## config.mk

```make
export PLATFORM = sky130hd
export DESIGN_NAME = iter_muldiv_exec
export DESIGN_NICKNAME = d
export VERILOG_FILES = /design/src/rtl/iter_muldiv_exec.sv
export SDC_FILE = /design/constraint.sdc
export NUM_CORES = 1
export LEC_CHECK = 0
export ABC_AREA = 1
export CORE_MARGIN = 2
export CORE_UTILIZATION = 30
export DETAILED_ROUTE_END_ITERATION = 8
export HOLD_SLACK_MARGIN = 0.06
export PLACE_DENSITY = 0.52
export SLEW_MARGIN = 20
export SYNTH_ARGS = -nofsm -noshare
export SYNTH_HDL_FRONTEND = slang
export SYNTH_SLANG_ARGS = --single-unit
```

## constraint.sdc

```tcl
create_clock -name clk -period 2.6 [get_ports clk]
set_input_delay 0.52 -clock clk [delete_from_list [all_inputs] [get_ports clk]]
set_output_delay 0.52 -clock clk [all_outputs]
set_load 0.02 [all_outputs]
```

## src/rtl/iter_muldiv_exec.sv

```systemverilog
// Iterative multiply/divide execute stage between register-bank read and write ports.
// Shift-add multiply or restoring divide, one bit per cycle over WIDTH cycles.
// Emits a single write-back beat (wrReg, rd, rdOut).
// Ports:
//   clk, reset (async, active-low)
//   start, op[2:0], rsIn, rtIn, rdAddr, abort  - request side
//   busy, done, wrReg, rd, rdOut                - status / write-back side
// Optional build macro SIGNED_MD_EN: op[2] selects signed operands with a FIX cycle.
module iter_muldiv_exec #(
    parameter int unsigned WIDTH  = 32,
    parameter int unsigned ADDR_W = 4
) (
    input  logic              clk,
    input  logic              reset,
    input  logic              start,
    input  logic [2:0]        op,
    input  logic [WIDTH-1:0]  rsIn,
    input  logic [WIDTH-1:0]  rtIn,
    input  logic [ADDR_W-1:0] rdAddr,
    input  logic              abort,
    output logic              busy,
    output logic              done,
    output logic              wrReg,
    output logic [ADDR_W-1:0] rd,
    output logic [WIDTH-1:0]  rdOut
);
    localparam int unsigned CNT_W = $clog2(WIDTH + 1);
    localparam int unsigned PW    = 2 * WIDTH;

    typedef enum logic [1:0] {
        S_IDLE = 2'd0,
        S_CALC = 2'd1,
`ifdef SIGNED_MD_EN
        S_FIX  = 2'd2,
`endif
        S_DONE = 2'd3
    } state_e;

    state_e             state_q;
    logic [CNT_W-1:0]   cnt_q;
    logic [1:0]         op_q;
    logic [WIDTH-1:0]   a_q;      // multiplicand
    logic [WIDTH-1:0]   b_q;      // divisor
    logic [PW-1:0]      acc_q;    // product, or dividend/quotient shift register in low half
    logic [WIDTH-1:0]   rem_q;
    logic [ADDR_W-1:0]  rd_q;
    logic               busy_q;
    logic               done_q;
    logic               wr_q;
    logic [WIDTH-1:0]   rdout_q;

    // Operand magnitudes presented at capture
    logic [WIDTH-1:0]   a_mag;
    logic [WIDTH-1:0]   b_mag;

`ifdef SIGNED_MD_EN
    logic sgn_q;
    logic neg_q;   // product / quotient negate
    logic rneg_q;  // remainder follows dividend sign
    logic a_neg;
    logic b_neg;
    assign a_neg = op[2] & rsIn[WIDTH-1];
    assign b_neg = op[2] & rtIn[WIDTH-1];
    assign a_mag = a_neg ? -rsIn : rsIn;
    assign b_mag = b_neg ? -rtIn : rtIn;
`else
    logic unused_op2;
    assign unused_op2 = op[2];
    assign a_mag      = rsIn;
    assign b_mag      = rtIn;
`endif

    function automatic logic [WIDTH-1:0] sel_res(input logic [1:0]       o,
                                                 input logic [PW-1:0]    p,
                                                 input logic [WIDTH-1:0] q,
                                                 input logic [WIDTH-1:0] r);
        case (o)
            2'b00:   return p[WIDTH-1:0];
            2'b01:   return p[PW-1:WIDTH];
            2'b10:   return q;
            default: return r;
        endcase
    endfunction

    // One iteration step for both algorithms
    logic [WIDTH:0]     add_sum;
    logic [PW-1:0]      prod_d;
    logic [WIDTH:0]     shifted;
    logic               ge;
    logic [WIDTH-1:0]   sub;
    logic [WIDTH-1:0]   rem_d;
    logic [WIDTH-1:0]   quo_d;
    logic [WIDTH-1:0]   res_calc;

    always_comb begin
        add_sum = {1'b0, acc_q[PW-1:WIDTH]} + (acc_q[0] ? {1'b0, a_q} : '0);
        prod_d  = {add_sum, acc_q[WIDTH-1:1]};
        shifted = {rem_q, acc_q[WIDTH-1]};
        ge      = (shifted >= {1'b0, b_q});
        // True difference is below the divisor, so the low WIDTH bits are exact
        sub     = shifted[WIDTH-1:0] - b_q;
        rem_d   = ge ? sub : shifted[WIDTH-1:0];
        quo_d   = {acc_q[WIDTH-2:0], ge};
        res_calc = sel_res(op_q, prod_d, quo_d, rem_d);
    end

`ifdef SIGNED_MD_EN
    // Sign fix-up applied to the full-width product so MULH is correct
    logic [PW-1:0]    prod_fix;
    logic [WIDTH-1:0] quo_fix;
    logic [WIDTH-1:0] rem_fix;
    logic [WIDTH-1:0] res_fix;
    always_comb begin
        prod_fix = neg_q ? -acc_q : acc_q;
        quo_fix  = neg_q ? -acc_q[WIDTH-1:0] : acc_q[WIDTH-1:0];
        rem_fix  = rneg_q ? -rem_q : rem_q;
        res_fix  = sel_res(op_q, prod_fix, quo_fix, rem_fix);
    end
`endif

    // Control FSM and datapath registers
    always_ff @(posedge clk or negedge reset) begin
        if (!reset) begin
            state_q <= S_IDLE;
            cnt_q   <= '0;
            op_q    <= '0;
            a_q     <= '0;
            b_q     <= '0;
            acc_q   <= '0;
            rem_q   <= '0;
            rd_q    <= '0;
            busy_q  <= 1'b0;
            done_q  <= 1'b0;
            wr_q    <= 1'b0;
            rdout_q <= '0;
`ifdef SIGNED_MD_EN
            sgn_q   <= 1'b0;
            neg_q   <= 1'b0;
            rneg_q  <= 1'b0;
`endif
        end else begin
            done_q  <= 1'b0;
            wr_q    <= 1'b0;
            rdout_q <= '0;
            if (abort && (state_q != S_IDLE)) begin
                state_q <= S_IDLE;
                busy_q  <= 1'b0;
            end else begin
                case (state_q)
                    S_IDLE: begin
                        if (start && !abort) begin
                            op_q   <= op[1:0];
                            rd_q   <= rdAddr;
                            busy_q <= 1'b1;
                            a_q    <= a_mag;
                            b_q    <= b_mag;
                            rem_q  <= '0;
                            cnt_q  <= CNT_W'(WIDTH);
                            acc_q  <= {{WIDTH{1'b0}}, (op[1] ? a_mag : b_mag)};
`ifdef SIGNED_MD_EN
                            sgn_q  <= op[2];
                            neg_q  <= a_neg ^ b_neg;
                            rneg_q <= a_neg;
`endif
                            // Divide by zero resolves immediately from the raw dividend
                            if (op[1] && (rtIn == '0)) begin
                                state_q <= S_DONE;
                                done_q  <= 1'b1;
                                wr_q    <= (rdAddr != '0);
                                rdout_q <= (rdAddr == '0) ? '0 : (op[0] ? rsIn : '1);
                            end else begin
                                state_q <= S_CALC;
                            end
                        end
                    end
                    S_CALC: begin
                        cnt_q <= cnt_q - CNT_W'(1);
                        if (op_q[1]) begin
                            acc_q <= {{WIDTH{1'b0}}, quo_d};
                            rem_q <= rem_d;
                        end else begin
                            acc_q <= prod_d;
                        end
                        if (cnt_q == CNT_W'(1)) begin
`ifdef SIGNED_MD_EN
                            if (sgn_q) begin
                                state_q <= S_FIX;
                            end else
`endif
                            begin
                                state_q <= S_DONE;
                                done_q  <= 1'b1;
                                wr_q    <= (rd_q != '0);
                                rdout_q <= (rd_q == '0) ? '0 : res_calc;
                            end
                        end
                    end
`ifdef SIGNED_MD_EN
                    S_FIX: begin
                        state_q <= S_DONE;
                        done_q  <= 1'b1;
                        wr_q    <= (rd_q != '0);
                        rdout_q <= (rd_q == '0) ? '0 : res_fix;
                    end
`endif
                    S_DONE: begin
                        state_q <= S_IDLE;
                        busy_q  <= 1'b0;
                    end
                    default: begin
                        state_q <= S_IDLE;
                        busy_q  <= 1'b0;
                    end
                endcase
            end
        end
    end

    // An abort landing in the DONE cycle must suppress that cycle's write-back
    assign done  = done_q & ~abort;
    assign wrReg = wr_q & ~abort;
    assign busy  = busy_q;
    assign rd    = rd_q;
    assign rdOut = rdout_q;

endmodule
```

==> impl_summary.md <==
Finish
The number of nets in the final layout is 2664. After routing the design area is 0.02100 mm^2. The count of antenna diodes in the layout is 0. The area growth from synthesis to layout is 42.14%. In the final layout, the share of cells above drive strength 1 is 25.26%.

Critical path
The kind of critical path is flip-flop to flip-flop. For this run, the slowest stage of the critical path takes 0.46 ns. The most frequent cell on the critical path is sky130_fd_sc_hd__nand2_1.

The gate family responsible for the most delay along the worst path is simple AND/OR/NAND/NOR gates. STA classifies the critical path startpoint as a flip-flop. STA puts the critical path data required time at 3.06 ns. The master of the slowest instance on the critical path is sky130_fd_sc_hd__dfrtp_2. Walking the worst path, the cells encountered are buf_6, nand2_1, inv_2, ha_4, buf_4, nand2_1, inv_1, nand2_1, nand2_1, a21oi_2, nand2_4, nand2_1, nand2_1, nand2_1, nand3_1, a21oi_2, nand2_1, a21oi_1. Counting both buffers and inverters, the worst setup path holds a total of 4.

STA puts the critical path data arrival time at 3.05 ns. Along the worst path, the maximum fanout reaches 10. The worst setup path is captured at a flip-flop.

Pwr
Sequential cells burn 20.6% of the power. The switching share of total power is 46.50%. Power spread over the standard cell area amounts to 1261 mW/mm^2.

The total net switching power is 12.32 mW. The proportion of power drawn by the clock network is 14.6%. The largest vdd supply drop is 0.6386 mV. Cell internal power was estimated by the tool at 14.17 mW. The logic gate share of total power is 64.8%. The leakage power is 10.26 nW.

Route
After detailed routing, the average wire length per cell comes to 18.17 um. Summed over all layers, the routed wires come to 58.18 mm. The first detailed-routing pass took 5 iterations. The mean number of vias per cell is 4.903. The overall via count from detail_route is 15700. In this run, the number of DRC markers left after iteration 0 of detailed routing was 1082. For this run, design rule violations remaining after detail routing come to 0. The count of nets left with antenna violations after detail routing is 0.

Synth
The number of library cell types mapped by synthesis is 48. By area the synthesized netlist is led by sky130_fd_sc_hd__dfrtp_1 (35%), sky130_fd_sc_hd__nand2_1 (19%), sky130_fd_sc_hd__inv_1 (7.5%). The fraction of registers with async set or reset after synthesis is 100.0%. Yosys mapped a number of flops with a built-in enable equal to 0.

For this run, the leading register cell type out of synthesis is sky130_fd_sc_hd__dfrtp_1. The cell count after synthesis is 2189. The sequential area share after synthesis is 35.40%. The average size of a mapped cell is 6.749 um^2. The biggest area consumer among synthesized cells is sky130_fd_sc_hd__dfrtp_1.

In this run the biggest area consumer among cell types represents 35.40% of the synthesized area. The synthesized design contains 209 register bits. The post-synthesis net count is 2332. The count of warnings emitted by yosys is 0. After synthesis the cells add up to 0.01477 mm^2.

Placement
The routability-driven placement congestion ratio is 0.9738. Detailed placement finished with a half-perimeter wire length of 45.15 mm. The quantity of I/O buffers inserted on ports is 112. Once placement finished, the instance area stood at 0.01839 mm^2.

Global route
The all-layer global routing usage is 22.42%. Entering global routing, the biggest net connects 67 pins. The met3 track utilization from global routing is 1.887%. The most crowded layer after global routing is met2. The first global-routing pass estimated 88.18 mm of wire. The initial antenna violation count was 0. Summed over all layers, the global routing overflow is 0. The global routing usage on met1 is 30.94%. For this run, global-route usage on met2 was measured as 37.54%. The number of global-route vias before repair is 15320.

STA
For this run, the top clock speed supported by timing is 0.3872 GHz. The final-report setup violation count is 0. The transition at the pin with the smallest max-transition slack is 0.6554 ns. The post-route minimum period is 2.582 ns.

The number of max-slew violations in the final report is 0. The worst setup skew after layout is 0.03159 ns. The setup TNS after final layout is 0 ns. The worst hold margin is 0.4751 ns. The part of the cycle the worst path needs is 99.33%. The number of endpoints with negative hold slack in the final report is 0.

Setup repair after global routing could not meet its margin everywhere. The relative slew slack is 56.24%.

CTS
The maximum clock insertion buffer count is 3. The number of levels in the clock H-tree is 1. TritonCTS built the clock tree. At the later pin of the worst-skew pair, clock insertion delay measures 0.56 ns. The clock edge transition at the registers on the reported setup and hold paths is 0.07 ns. The number of buffers created by CTS is 25. Clock tree synthesis selected as its root buffer the cell sky130_fd_sc_hd__clkbuf_16. The clock drives 209 sinks.

Floorplan
For this configuration, the core starts out at a cell density of 30.31%. The die area is 0.05104 mm^2. The floorplan step set the die width to 225.9 um.

Row generation in the floorplan step produced 81 rows. From bottom edge to top edge, the die measures 225.9 um. For this design the top-level I/O count stands at 114. In this run the standard cell core region covers 0.04875 mm^2.

Worst hold path
The classification of the worst-slack hold path is flip-flop to flip-flop.

Status
The run finished with clean final reports.

Job
The number of violations of the max-capacitance limit is 0.
==> worst paths after layout <==
check                          from        end  slack (ns)  cells after the start
min reg2reg                    busy       busy        0.48                      2
max                        acc_q[0]  rdOut[22]        0.02                     18
max reg2reg                acc_q[0]  rdOut[22]        0.02                     18
min                            busy       busy        0.48                      2
max in group asynchronous     reset  acc_q[63]        1.25                      3
min in group asynchronous     reset  acc_q[39]        0.49                      2
==> through the flow <==
stage	power, mW	setup WS (ns)	std cells	util (%)
floorplan	13.48	0.05436	2189	-
global placement	19.63	-0.1944	3137	37.73
detailed placement	19.75	-0.1916	3137	37.73
CTS	24.20	-0.05105	3186	40.30
global route	28.50	-0.1514	3202	43.08
finish	26.49	0.01752	3202	43.08
==> synthesized netlist by cell type, drive strengths merged, types with 7 or more instances <==
master and n:
a31oi 10, o21bai 13, ha 66, clkinv 7, a21oi 155, nand3b 7, a22o 13, a21o 7
nand3 101, o21ai 195, clkbuf 57, o221ai 11, nor4 14, nor2 122, a41oi 9, xor2 17
nor3 16, nand4 12, a32o 16, nand2 744, o211ai 20, dfrtp 209, xnor2 13, buf 24
inv 303
==> cells in the final DEF, fill, tap and decap left out, drive strengths merged, types with 66 or more instances in the layout <==
| cell | count |
|---|---|
| a21oi | 155 |
| buf | 273 |
| clkdlybuf4s50 | 110 |
| dfrtp | 209 |
| ha | 66 |
| inv | 305 |
| nand2 | 746 |
| nand3 | 101 |
| nor2 | 122 |
| o21ai | 195 |
==> state kept, by name, summed over array words and instances (netlist names), 2 cells and up <==
signal / count
cnt_q: 6
rd: 4
b_q: 32
rdOut: 32
a_q: 32
state_q: 2
acc_q: 64
op_q: 2
rem_q: 32
==> worst register-to-register path: cells and delay by family (launching register included) <==
family | cells | cell delay, ns
buf+inv | 4 | 0.42
flops | 1 | 0.46
fa+ha+maj | 1 | 0.22
simple gates | 10 | 0.87
compound gates | 3 | 0.52
==> power groups by stage <==
| stage | Combinational, mW | Sequential, mW | Clock [mW] |
|---|---|---|---|
| 6_report | 17.2 | 5.46 | 3.88 |
| 5_1_grt | 18.8 | 5.61 | 4.06 |
| 3_3_place_gp | 14.3 | 5.30 | 0 |
| 3_5_place_dp | 14.4 | 5.32 | 0 |
| 4_1_cts | 14.9 | 5.31 | 3.95 |
| 2_1_floorplan | 8.37 | 5.11 | 0 |
==> timing repair <==
action                                  in CTS  in global routing
pin swaps                                    6                 51
endpoints found under the hold margin       55                  0
hold buffers                                 1                  0
cloned                                       1                  1
gates resized for setup                     73                273
endpoints found under the setup margin      40                 63
setup buffers                                3                 15
==> cells by family after synthesis <==
| logic type | Yosys count | share of synthesized area [%] |
|---|---|---|
| and+or+nand+nor | 1027 | 28.49 |
| adders and majority gates | 68 | 5.860 |
| AOI/OAI and AO/OA | 464 | 18.21 |
| xor gates and xnor gates | 30 | 1.778 |
| buffers and inverters | 391 | 10.26 |
| DFF | 209 | 35.40 |
==> area by class of cell <==
| type | instances | area, um^2 |
|---|---|---|
| fill | 5028 | 27750 |
| multi-input combinational | 1591 | 9543 |
| sequential | 209 | 5231 |
| timing repair buffer | 384 | 3333 |
| inverter | 310 | 1169 |
| tap | 664 | 830.8 |
| clock buffer | 31 | 678.2 |
| clock inverter | 13 | 215.2 |
==> per-layer routing <==
layer	vias to the layer above	part of all wire, %
met5	-	0
met4	0	2.7
met3	76	4.4
met2	371	47
met1	7480	45
li1	7771	-
Note: power is estimated with default switching activity, not from simulation.
